## config.mk

```make
export PLATFORM = sky130hd
export DESIGN_NAME = fetch_unit
export DESIGN_NICKNAME = d
export VERILOG_FILES = /design/src/rtl/rv32_pkg.sv /design/src/rtl/if_id_reg.sv /design/src/rtl/fetch_unit.sv
export SDC_FILE = /design/constraint.sdc
export NUM_CORES = 1
export LEC_CHECK = 0
export CAP_MARGIN = 20
export CORE_ASPECT_RATIO = 0.5
export CORE_UTILIZATION = 54
export CTS_CLUSTER_SIZE = 20
export DETAILED_ROUTE_END_ITERATION = 8
export GPL_TIMING_DRIVEN = 0
export PLACE_DENSITY = 0.95
export SLEW_MARGIN = 20
export SYNTH_ARGS = -nofsm -noshare
export SYNTH_HDL_FRONTEND = slang
export SYNTH_HIERARCHICAL = 1
export SYNTH_SLANG_ARGS = --single-unit
```

## constraint.sdc

```tcl
create_clock -name clk_i -period 3.9 [get_ports clk_i]
set_input_delay 0.39 -clock clk_i [delete_from_list [all_inputs] [get_ports clk_i]]
set_output_delay 0.39 -clock clk_i [all_outputs]
set_load 0.005 [all_outputs]
```

## src/rtl/rv32_pkg.sv

```systemverilog
// Purpose : shared RV32I constants (bubble word, base opcodes) and the fetch FSM encoding.
// Latency : n/a (declarations only).
// Backpressure: n/a.
//
// Contents:
//   NOP_INSTR      ADDI x0,x0,0, the bubble word shown to decode when nothing is valid
//   OPC_*          7-bit major opcodes, shared with the control/decode stage
//   fetch_state_e  REQ / WAIT / HOLD states of the fetch sequencer
//   fetch_word_t   {instruction, pc} pair carried through the skid and IF/ID stages
//   word_align()   clears the two byte-offset bits of an address
package rv32_pkg;

    localparam logic [31:0] NOP_INSTR = 32'h0000_0013;

    // RV32I major opcodes (instruction[6:0])
    localparam logic [6:0] OPC_LUI      = 7'b0110111;
    localparam logic [6:0] OPC_AUIPC    = 7'b0010111;
    localparam logic [6:0] OPC_JAL      = 7'b1101111;
    localparam logic [6:0] OPC_JALR     = 7'b1100111;
    localparam logic [6:0] OPC_BRANCH   = 7'b1100011;
    localparam logic [6:0] OPC_LOAD     = 7'b0000011;
    localparam logic [6:0] OPC_STORE    = 7'b0100011;
    localparam logic [6:0] OPC_OP_IMM   = 7'b0010011;
    localparam logic [6:0] OPC_OP       = 7'b0110011;
    localparam logic [6:0] OPC_MISC_MEM = 7'b0001111;
    localparam logic [6:0] OPC_SYSTEM   = 7'b1110011;

    // REQ : request on the bus, waiting for grant
    // WAIT: one request outstanding, waiting for its read data
    // HOLD: returned word parked in the skid while decode is stalled
    typedef enum logic [1:0] {
        FETCH_REQ  = 2'd0,
        FETCH_WAIT = 2'd1,
        FETCH_HOLD = 2'd2
    } fetch_state_e;

    typedef struct packed {
        logic [31:0] instr;
        logic [31:0] pc;
    } fetch_word_t;

    function automatic logic [31:0] word_align(input logic [31:0] addr);
        return addr & ~32'd3;
    endfunction

endpackage

```

## src/rtl/if_id_reg.sv

```systemverilog
// Purpose : stallable, flushable IF/ID register holding {valid, instruction, pc} for decode.
// Latency : one cycle from load_i to the outputs.
// Backpressure: stall_i holds a valid entry; accept_o tells the producer when a load is taken.
//
// Ports:
//   clk_i, rst_ni   clock, synchronous active-low reset
//   flush_i         drop the current entry (highest priority)
//   stall_i         decode cannot take the current entry
//   load_i          write {load_instr_i, load_pc_i}; only asserted while accept_o=1
//   accept_o        register is empty or being consumed this cycle
//   valid_o/instr_o/pc_o  registered entry; instr_o is NOP_INSTR whenever valid_o=0
module if_id_reg #(
    parameter logic [31:0] RESET_PC  = 32'h0000_0000,
    parameter logic [31:0] NOP_INSTR = 32'h0000_0013
) (
    input  logic        clk_i,
    input  logic        rst_ni,
    input  logic        flush_i,
    input  logic        stall_i,
    input  logic        load_i,
    input  logic [31:0] load_instr_i,
    input  logic [31:0] load_pc_i,
    output logic        accept_o,
    output logic        valid_o,
    output logic [31:0] instr_o,
    output logic [31:0] pc_o
);

    logic        r_valid;
    logic [31:0] r_instr;
    logic [31:0] r_pc;

    // An empty register may be filled even while decode is stalled: a
    // bubble has nothing to preserve.
    assign accept_o = !r_valid || !stall_i;

    always_ff @(posedge clk_i) begin
        if (!rst_ni) begin
            r_valid <= 1'b0;
            r_instr <= NOP_INSTR;
            r_pc    <= RESET_PC;
        end else if (flush_i) begin
            // pc is left alone; it is meaningless while valid is low
            r_valid <= 1'b0;
            r_instr <= NOP_INSTR;
        end else if (load_i) begin
            r_valid <= 1'b1;
            r_instr <= load_instr_i;
            r_pc    <= load_pc_i;
        end else if (!stall_i) begin
            // entry consumed (or already empty) and nothing new arrives
            r_valid <= 1'b0;
            r_instr <= NOP_INSTR;
        end
    end

    assign valid_o = r_valid;
    assign instr_o = r_instr;
    assign pc_o    = r_pc;

endmodule

```

## src/rtl/fetch_unit.sv

```systemverilog
// Purpose : RV32I fetch stage; owns the PC, issues single-outstanding word reads, feeds IF/ID.
// Latency : gnt -> rvalid (>=1 cycle) -> instr_valid_o on the following edge; 1 instr / 2 cycles.
// Backpressure: stall_i holds IF/ID; a word returning into a stalled IF/ID parks in a skid
//               and no new request is issued until decode drains.
//
// Ports:
//   clk_i, rst_ni                       clock, synchronous active-low reset
//   imem_req_o, imem_addr_o             request valid and word-aligned byte address
//   imem_gnt_i                          request accepted this cycle
//   imem_rvalid_i, imem_rdata_i         read data return, one per grant
//   redirect_i, redirect_pc_i           taken branch / jump from EX; overrides everything
//   stall_i                             decode cannot accept
//   instr_valid_o, instruction_o, pc_o  IF/ID contents towards decode
module fetch_unit
    import rv32_pkg::*;
#(
    parameter logic [31:0] RESET_PC  = 32'h0000_0000,
    parameter logic [31:0] NOP_INSTR = rv32_pkg::NOP_INSTR
) (
    input  logic        clk_i,
    input  logic        rst_ni,
    output logic        imem_req_o,
    output logic [31:0] imem_addr_o,
    input  logic        imem_gnt_i,
    input  logic        imem_rvalid_i,
    input  logic [31:0] imem_rdata_i,
    input  logic        redirect_i,
    input  logic [31:0] redirect_pc_i,
    input  logic        stall_i,
    output logic        instr_valid_o,
    output logic [31:0] instruction_o,
    output logic [31:0] pc_o
);

    fetch_state_e r_state;
    fetch_state_e w_state_nxt;
    logic [31:0]  r_fetch_pc;
    logic [31:0]  w_fetch_pc_nxt;
    logic [31:0]  w_fetch_pc_inc;
    logic [31:0]  w_redirect_tgt;
    logic         r_kill;
    logic         w_kill_nxt;
    fetch_word_t  r_skid;
    fetch_word_t  w_skid_nxt;
    logic         w_req;
    logic         w_load;
    fetch_word_t  w_load_word;
    logic         w_accept;

    // modulo 2^32: 0xFFFF_FFFC rolls over to 0
    assign w_fetch_pc_inc = r_fetch_pc + 32'd4;
    assign w_redirect_tgt = word_align(redirect_pc_i);

    // ------------------------------------------------------------------
    // Sequencer. The skid is only meaningful in HOLD, so the state itself
    // serves as its occupancy flag; leaving HOLD by any path empties it.
    // ------------------------------------------------------------------
    always_comb begin
        w_state_nxt    = r_state;
        w_fetch_pc_nxt = r_fetch_pc;
        w_kill_nxt     = r_kill;
        w_skid_nxt     = r_skid;
        w_req          = 1'b0;
        w_load         = 1'b0;
        w_load_word    = '{instr: imem_rdata_i, pc: r_fetch_pc};

        case (r_state)
            FETCH_REQ: begin
                w_req = 1'b1;
                if (imem_gnt_i) begin
                    w_state_nxt = FETCH_WAIT;
                    // the granted address is now stale; drop its data
                    if (redirect_i) begin
                        w_kill_nxt = 1'b1;
                    end
                end
            end

            FETCH_WAIT: begin
                if (imem_rvalid_i) begin
                    if (r_kill || redirect_i) begin
                        w_kill_nxt  = 1'b0;
                        w_state_nxt = FETCH_REQ;
                    end else if (w_accept) begin
                        w_load         = 1'b1;
                        w_fetch_pc_nxt = w_fetch_pc_inc;
                        w_state_nxt    = FETCH_REQ;
                    end else begin
                        w_skid_nxt     = '{instr: imem_rdata_i, pc: r_fetch_pc};
                        w_fetch_pc_nxt = w_fetch_pc_inc;
                        w_state_nxt    = FETCH_HOLD;
                    end
                end else if (redirect_i) begin
                    w_kill_nxt = 1'b1;
                end
            end

            FETCH_HOLD: begin
                if (redirect_i) begin
                    w_state_nxt = FETCH_REQ;
                end else if (!stall_i) begin
                    w_load      = 1'b1;
                    w_load_word = r_skid;
                    w_state_nxt = FETCH_REQ;
                end
            end

            default: begin
                w_state_nxt = FETCH_REQ;
            end
        endcase

        // redirect target wins over any increment computed above
        if (redirect_i) begin
            w_fetch_pc_nxt = w_redirect_tgt;
        end
    end

    always_ff @(posedge clk_i) begin
        if (!rst_ni) begin
            r_state    <= FETCH_REQ;
            r_fetch_pc <= word_align(RESET_PC);
            r_kill     <= 1'b0;
            r_skid     <= '0;
        end else begin
            r_state    <= w_state_nxt;
            r_fetch_pc <= w_fetch_pc_nxt;
            r_kill     <= w_kill_nxt;
            r_skid     <= w_skid_nxt;
        end
    end

    // no request escapes while reset is held, even combinationally
    assign imem_req_o  = w_req && rst_ni;
    assign imem_addr_o = r_fetch_pc;

    if_id_reg #(
        .RESET_PC  (word_align(RESET_PC)),
        .NOP_INSTR (NOP_INSTR)
    ) u_if_id (
        .clk_i        (clk_i),
        .rst_ni       (rst_ni),
        .flush_i      (redirect_i),
        .stall_i      (stall_i),
        .load_i       (w_load),
        .load_instr_i (w_load_word.instr),
        .load_pc_i    (w_load_word.pc),
        .accept_o     (w_accept),
        .valid_o      (instr_valid_o),
        .instr_o      (instruction_o),
        .pc_o         (pc_o)
    );

endmodule

```

==> reports/summary.txt, run 1 <==
status - finished, final reports clean
post-CTS setup buffer count - 0
Final period util - 78.85%
chip height - 84.40 µm
I/O Buffers - 163
WP data required - 3.51 ns
Crit-path slowest cell - clkdlybuf4s50_1
cell repeated most along the worst path - clkdlybuf4s50_1
clock power share - 44.2%
min-delay worst type - reg2reg
# DRC - 0
via count - 7,531
final setup vio count - 0
Mapped Area - 7333 µm²
GR Overflow Total - 0
Sw Ratio - 25.21%
reg2reg path depth - 7
ranking of synthesized cells by area - dfxtp_1 (44%), nand2_1 (12%), mux2_2 (9.4%)
I/O pins - 168
DIE WIDTH - 166.8 µm
Sw Pwr - 0.9253 mW
Area Growth Syn to Fin - 33.07%
#FFs+latches synth - 160
internal power - 2.744 mW
gr usage total - 32.87%
Hold Vio Cnt, Final - 0
Final #Nets - 1,125
# fillers - 857
final antenna diode count - 0
initial core utilization - 56.61%
clock root buffer - clkbuf_16
part of the power in registers - 46.6%
Hold-fix buffers, CTS - 0
post_cts resized - 0
clock-pin slew on the worst setup and hold paths - 0.07 ns
kind of critical path - in2out
area share of the largest cell type after synthesis - 43.68%
Post-synth ARST share - 0%
Synth area leader - dfxtp_1
startpoint types - input pin
crit path DAT - 2.69 ns
Die ar. - 14,080 µm²
Slew Viols, Final - 0
Slew HR - 43.03%
Comb pwr share - 9.2%
H-tree depth - 4
Primary FF master, synth - dfxtp_1
RD Place Congestion - 0.8876
vias per std cell - 6.108
Clock Skew - 0.01008 ns
layout cell share with drive strength beyond 1 - 13.17%
crit path max fanout - 15
fin worst setup slack - 0.8249 ns
Initial DRC Count - 931
vias in the first global route - 7,259
Post-DRT Antenna Nets - 0
first-pass GRT wire length - 36,700 µm
worst path cell trace - clkdlybuf4s50_1, inv_2, clkbuf_1, nor2_1, clkdlybuf4s50_1
Wirelength per Cell - 18.77 µm
Crit path largest cell delay - 0.99 ns
Min Clock Period, post-route - 3.075 ns
worst skew pair latency - 0.43 ns
commonest cells after routing, fill and taps aside - nand2_1 (228), clkdlybuf4s50_1 (163), dfxtp_1 (160)
Slew @ Worst Pin - 0.8499 ns
largest net degree at the start of global routing - 17
element type at the critical path end - output pin
Max rail drop VDD - 0.2626 mV
setup repair after global routing missed its margin - false
number of flops mapped to enable cells by yosys - 0
yosys warns - 6
CTS tree - done
pwr dens - 376.1 nW/µm²
f_max - 325.2 MHz
Avg Cell Area, Syn - 8.478 µm²
Lkg Pwr - 3.274 nW
initial antenna violation count - 0
Syn Inst Count - 865
commonest non-fill, non-tap cell in the layout - nand2_1
Post-Place Setup Slack - 0.9036 ns
TritonRoute pass-1 iters - 7
max_cap viols - 0
CTS Sinks - 160
post-DP HPWL - 15,660 µm
CTS Buf Count - 17
setup TNS - 0 ns
Site Rows - 29
final WL - 23,140 µm
register area share after synthesis - 43.68%
hold path cells - 2
clk buf depth - 2
post-synth cell types - 48
final core area utilization - 75.33%
CORE AREA - 12,950 µm²
Hold Slack - 0.4533 ns
==> critical path: cells and delay by family <==
| family | cells | cell delay, ns |
|---|---|---|
| buffers and inverters | 4 | 2.11 |
| and+or+nand+nor | 1 | 0.18 |
==> cell usage after synthesis (2+ instances only) <==
library cell  number
nand3_1            8
mux2i_1            3
a21boi_1          30
o21ai_0           35
nor4_1             2
a21boi_0           2
nor2b_1            8
nor3_1             3
or4_1             11
nand3b_1          31
a31oi_1           16
inv_1              6
and4_4             3
clkbuf_1          33
nand2b_1           3
nor2_1            10
xnor2_1            3
buf_2             20
nand4_4            2
a21oi_1          101
nand4_1            9
inv_2              2
nand2_1          228
dfxtp_1          160
or3_1              6
a311oi_1           7
xor2_1             6
buf_4              6
ha_1               5
buf_6              8
mux2_2            61
o31ai_1           11
and4_1             4
nor3b_1            4
and3_1             5
==> through the flow <==
step | instances | total power, mW | cell area (µm²)
floorplan | 868 | 1.880 | 7345
global placement | 1201 | 2.053 | 9189
detailed placement | 1201 | 2.066 | 9189
CTS | 1233 | 3.659 | 9758
global route | 1233 | 3.784 | 9758
finish | 1233 | 3.670 | 9758
==> final cells by class <==
cell class / count / area, µm² / area share [%]
Inverter: 8 / 30.03 / 0.3077
Timing Repair Buffer: 163 / 1632 / 16.72
Tap cell: 170 / 212.7 / 2.180
Multi-Input combinational cell: 632 / 3747 / 38.40
Clock buffer: 18 / 439.2 / 4.501
Buffer: 68 / 364.1 / 3.731
Sequential cell: 160 / 3203 / 32.82
Clock inverter: 14 / 130.1 / 1.334
==> worst paths after layout <==
kind                            slack (ns)                       to               startpoint
worst max register to register        1.21   r_skid[2]$_SDFFE_PN0P_  r_state[1]$_SDFFE_PN0P_
worst min-delay path                  0.45  r_skid[40]$_SDFFE_PN0P_  r_skid[40]$_SDFFE_PN0P_
worst max-delay path                  0.82               imem_req_o                   rst_ni
worst min register to register        0.45  r_skid[40]$_SDFFE_PN0P_  r_skid[40]$_SDFFE_PN0P_
==> registers in the layout (all words and copies together), names as in the netlist <==
name             count
r_state              2
u_if_id/instr_o     32
r_skid              62
u_if_id/pc_o        32
imem_addr_o         30
r_kill               1
u_if_id/valid_o      1
==> per-layer routing <==
| layer | up-vias | part of all wire, % | GRT usage [%] |
|---|---|---|---|
| li1 | 3376 | - | - |
| met3 | 106 | 10 | 6.884 |
| met5 | - | 0 | 0 |
| met1 | 3539 | 40 | 40.69 |
| met2 | 510 | 47 | 54.70 |
| met4 | 0 | 3.7 | 17.09 |
==> power by group through the flow <==
stage	Sequential, mW	Combinational (mW)	Clock [mW]
after global placement	1.74	0.313	0
after detailed placement	1.74	0.324	0
final	1.71	0.338	1.62
after floorplan	1.73	0.149	0
after global routing	1.71	0.357	1.72
after CTS	1.71	0.331	1.62
==> logic make-up after synthesis <==
group / Yosys count / share of synthesized area (%)
buffers and inverters: 76 / 5.375
XOR/XNOR: 9 / 1.075
multiplexers: 64 / 9.777
other: 1 / 0.05114
AND/OR/NAND/NOR: 344 / 22.83
adder cells (fa/ha/maj): 5 / 0.8531
AO/OA/AOI/OAI: 206 / 16.36
flip-flops: 160 / 43.68
No activity file was read; power rests on OpenSTA's default activity.
==> run 2, diff against run 1 <==
Settings changed: CORE_UTILIZATION 54 to 51, PLACE_DENSITY 0.95 to 0.92.
Clock period 3.9 ns to 3.2 ns, I/O delays scaled along.
==> run 2 against run 1 <==
Compared with the run above: total power up 25%; worst setup slack worse by 0.53 ns; hold slack worse by 0.00084 ns; critical endpoint unchanged; highest routed layer unchanged.
==> reports/summary.txt, run 2 (synthesized netlist as in run 1, its figures left out) <==
status - finished, final reports clean
final antenna diode count - 0
CORE AREA - 13,780 µm²
crit path max fanout - 15
placed cell areas - 9216 µm²
Die ar. - 14,890 µm²
post_cts resized - 0
largest net degree at the start of global routing - 17
kind of critical path - in2out
CTS Buf Count - 17
Final #Nets - 1,125
crit path DAT - 2.59 ns
clock root buffer - clkbuf_16
gr usage total - 29.94%
Largest register FFs - 62
Site Rows - 30
DIE WIDTH - 171.6 µm
Inst Count DP - 1,223
Max rail drop VDD - 0.4098 mV
clock power share - 45.9%
Area Growth Syn to Fin - 33.99%
TritonRoute pass-1 iters - 5
via count - 7,276
initial core utilization - 53.23%
# DRC - 0
fin worst setup slack - 0.2920 ns
worst path cell trace - clkdlybuf4s50_1, inv_2, clkbuf_1, nor2_1, clkdlybuf4s50_1
CTS tree - done
Post-Place Setup Slack - 0.2698 ns
I/O Buffers - 163
pwr dens - 467.7 nW/µm²
Crit path largest cell delay - 0.96 ns
WP data required - 2.88 ns
H-tree depth - 4
Comb pwr share - 8.8%
worst skew pair latency - 0.42 ns
commonest non-fill, non-tap cell in the layout - nand2_1
Final period util - 90.88%
Lkg Pwr - 3.288 nW
layout cell share with drive strength beyond 1 - 13.08%
chip height - 86.79 µm
part of the power in registers - 45.3%
Hold Vio Cnt, Final - 0
Finished Layout Cells - 1,255
Sw Pwr - 1.111 mW
final setup vio count - 0
Slew @ Worst Pin - 0.8446 ns
final instance area - 9826 µm²
vias in the first global route - 7,093
element type at the critical path end - output pin
Min Clock Period, post-route - 2.908 ns
I/O pins - 168
RD Place Congestion - 0.8483
internal power - 3.485 mW
setup repair after global routing missed its margin - false
first-pass GRT wire length - 34,760 µm
Hold-fix buffers, CTS - 0
clk buf depth - 2
GR Overflow Total - 0
commonest cells after routing, fill and taps aside - nand2_1 (228), clkdlybuf4s50_1 (163), dfxtp_1 (160)
Clock Skew - 0.01117 ns
Crit-path slowest cell - clkdlybuf4s50_1
clock-pin slew on the worst setup and hold paths - 0.06 ns
max_cap viols - 0
min-delay worst type - reg2reg
vias per std cell - 5.798
Hold Slack - 0.4525 ns
register with the most flip-flops - r_skid
post-CTS setup buffer count - 0
final WL - 22,090 µm
setup TNS - 0 ns
Post-DRT Antenna Nets - 0
cell repeated most along the worst path - clkdlybuf4s50_1
Crit path buffers/inverters - 4
f_max - 343.9 MHz
Wirelength per Cell - 17.60 µm
post-DP HPWL - 15,210 µm
CTS Sinks - 160
delay-heaviest family, CP - buffers and inverters
Slew Viols, Final - 0
Sw Ratio - 24.17%
startpoint types - input pin
Initial DRC Count - 768
Slew HR - 43.39%
initial antenna violation count - 0
final core area utilization - 71.33%
Final Power - 4.596 mW
## run 2: cell types whose count changed in the layout (fill, tap and decap cells not counted)
cell	delta
bufinv_16	+2
clkinv_2	-2
clkbuf_1	+1
clkbuf_8	-1
## run 2: power groups by stage
stage,clock network [mW],logic (mW),registers (mW)
after floorplan,0,0.181,2.11
after global placement,0,0.382,2.12
after detailed placement,0,0.392,2.12
after CTS,2.11,0.399,2.08
after global routing,2.21,0.433,2.09
final,2.11,0.404,2.08
## run 2: worst paths after layout
| path | cells after the start | end | startpoint | slack (ns) |
|---|---|---|---|---|
| max | 5 | imem_req_o | rst_ni | 0.29 |
| min | 2 | r_skid[36]$_SDFFE_PN0P_ | r_skid[36]$_SDFFE_PN0P_ | 0.45 |
| max reg2reg | 7 | r_skid[3]$_SDFFE_PN0P_ | r_state[1]$_SDFFE_PN0P_ | 0.56 |
| min reg2reg | 2 | r_skid[36]$_SDFFE_PN0P_ | r_skid[36]$_SDFFE_PN0P_ | 0.45 |
## run 2: area by class of cell
type	instances	area, µm²
fillers	1029	3950
multi-input cells	632	3747
flip-flops and latches	160	3203
repair buffers	163	1632
clock buffers	18	429.2
plain buffers	68	364.1
well taps	192	240.2
clock inverters	14	180.2
inverters	8	30.03
## run 2: worst register-to-register path, cell delays in order, from the launching register on
cell,delay (ns)
dfxtp_1,0.33
inv_1,0.11
ha_1,0.23
nand3b_1,0.34
nor3_2,0.76
clkbuf_1,0.47
nand2_1,0.14
a21oi_1,0.17
## run 2: layer usage
layer,routed length (µm),vias to the layer above,track usage [%]
li1,-,3384,-
met1,9219,3451,37.29
met2,10540,372,51.01
met3,1648,69,5.571
met4,681,0,13.07
met5,0,-,0
==> run 3, diff against run 2 <==
Settings changed: PLACE_DENSITY 0.92 to 0.9.
==> run 3 against run 2 <==
Compared with the run above: hold slack improved by 0.00076 ns; routed wire length fell by 1.5%; critical path type unchanged; first-iteration DRC count fell by 13%; critical path depth did not move; die area did not move; worst setup slack got worse by 0.017 ns.
==> reports/summary.txt, run 3 (synthesized netlist as in run 1, its figures left out) <==
status - finished, final reports clean
Slew @ Worst Pin - 0.8354 ns
Slew HR - 44.00%
gr usage total - 29.14%
Lkg Pwr - 3.306 nW
largest net degree at the start of global routing - 17
TritonRoute pass-1 iters - 6
final WL - 21,750 µm
GR Overflow Total - 0
Site Rows - 30
Largest register FFs - 62
crit path DAT - 2.61 ns
Slew Viols, Final - 0
layout cell share with drive strength beyond 1 - 13.17%
CORE AREA - 13,780 µm²
CTS Buf Count - 17
Hold Vio Cnt, Final - 0
setup repair after global routing missed its margin - false
register area - 3203 µm²
commonest cells after routing, fill and taps aside - nand2_1 (228), clkdlybuf4s50_1 (163), dfxtp_1 (160)
clock-pin slew on the worst setup and hold paths - 0.06 ns
min-delay worst type - reg2reg
setup TNS - 0 ns
commonest non-fill, non-tap cell in the layout - nand2_1
Post-DRT Antenna Nets - 0
final setup vio count - 0
max_cap viols - 0
I/O pins - 168
element type at the critical path end - output pin
RD Place Congestion - 0.8415
vias in the first global route - 6,938
initial core utilization - 53.23%
H-tree depth - 4
post_cts resized - 0
clock root buffer - clkbuf_16
Clock Skew - 0.01532 ns
Area Growth Syn to Fin - 34.23%
Hold-fix buffers, CTS - 0
startpoint types - input pin
DIE WIDTH - 171.6 µm
post-DP HPWL - 15,110 µm
crit path max fanout - 15
Final period util - 91.41%
vias per std cell - 5.771
Min Clock Period, post-route - 2.925 ns
post-CTS setup buffer count - 0
# DRC - 0
register with the most flip-flops - r_skid
reg2reg path depth - 7
# fillers - 993
pwr dens - 472.5 nW/µm²
first-pass GRT wire length - 33,640 µm
WP data required - 2.88 ns
I/O Buffers - 163
final antenna diode count - 0
Final Power - 4.651 mW
worst setup path startpoint - rst_ni
CTS tree - done
Wirelength per Cell - 17.33 µm
Hold Crit Start - r_skid[34]$_SDFFE_PN0P_
chip height - 86.79 µm
Reg-to-Reg Start - r_state[1]$_SDFFE_PN0P_
Initial DRC Count - 672
f_max - 341.9 MHz
via count - 7,243
clk buf depth - 2
Multi-input gate area - 3747 µm²
hold path cells - 2
Final #Nets - 1,125
worst skew pair latency - 0.43 ns
Max rail drop VDD - 0.3608 mV
kind of critical path - in2out
Die ar. - 14,890 µm²
initial antenna violation count - 0
CTS Sinks - 160
## run 3: metal layers
| layer | wire, µm | global-route usage (%) | part of all wire, % | vias up |
|---|---|---|---|---|
| met4 | 623 | 13.64 | 2.9 | 0 |
| met1 | 9194 | 36.27 | 42 | 3452 |
| met2 | 10110 | 48.14 | 46 | 357 |
| met5 | 0 | 0 | 0 | - |
| met3 | 1826 | 6.895 | 8.4 | 60 |
| li1 | - | - | - | 3374 |
## run 3: layout make-up
class                           count  area share, %
Buffer                             68          3.699
Clock buffer                       19          4.601
Clock inverter                     13          1.767
Inverter                            8         0.3051
Multi-Input combinational cell    632          38.07
Sequential cell                   160          32.54
Tap cell                          192          2.441
Timing Repair Buffer              163          16.58
## run 3: critical path: stages
cell and delay, ns:
clkdlybuf4s50_1 0.95, inv_2 0.23, clkbuf_1 0.33, nor2_1 0.24, clkdlybuf4s50_1 0.53
## run 3: stage by stage
| step | hold WS (ns) | util, % | area (µm²) | setup slack, ns | cells |
|---|---|---|---|---|---|
| 2_1_floorplan | 0.4292 | - | 7345 | 1.333 | 868 |
| 3_3_place_gp | 0.4378 | 66.90 | 9216 | 0.3320 | 1223 |
| 3_5_place_dp | 0.4430 | 66.90 | 9216 | 0.3294 | 1223 |
| 4_1_cts | 0.4526 | 71.45 | 9843 | 0.3579 | 1255 |
| 5_1_grt | 0.4635 | 71.45 | 9843 | 0.2045 | 1255 |
| 6_report | 0.4533 | 71.45 | 9843 | 0.2750 | 1255 |
## run 3: path summary, 6_finish.rpt
check             slack [ns]                       to
setup / recovery        0.27               imem_req_o
hold reg to reg         0.45  r_skid[34]$_SDFFE_PN0P_
hold / removal          0.45  r_skid[34]$_SDFFE_PN0P_
setup reg to reg        0.60   r_skid[4]$_SDFFE_PN0P_
## run 3: power breakdown
part           switching [mW]  total, mW  internal [mW]
Clock                   0.882       2.17           1.29
Combinational           0.183      0.403          0.220
Sequential             0.0568       2.08           2.02
Total                    1.12       4.65           3.53
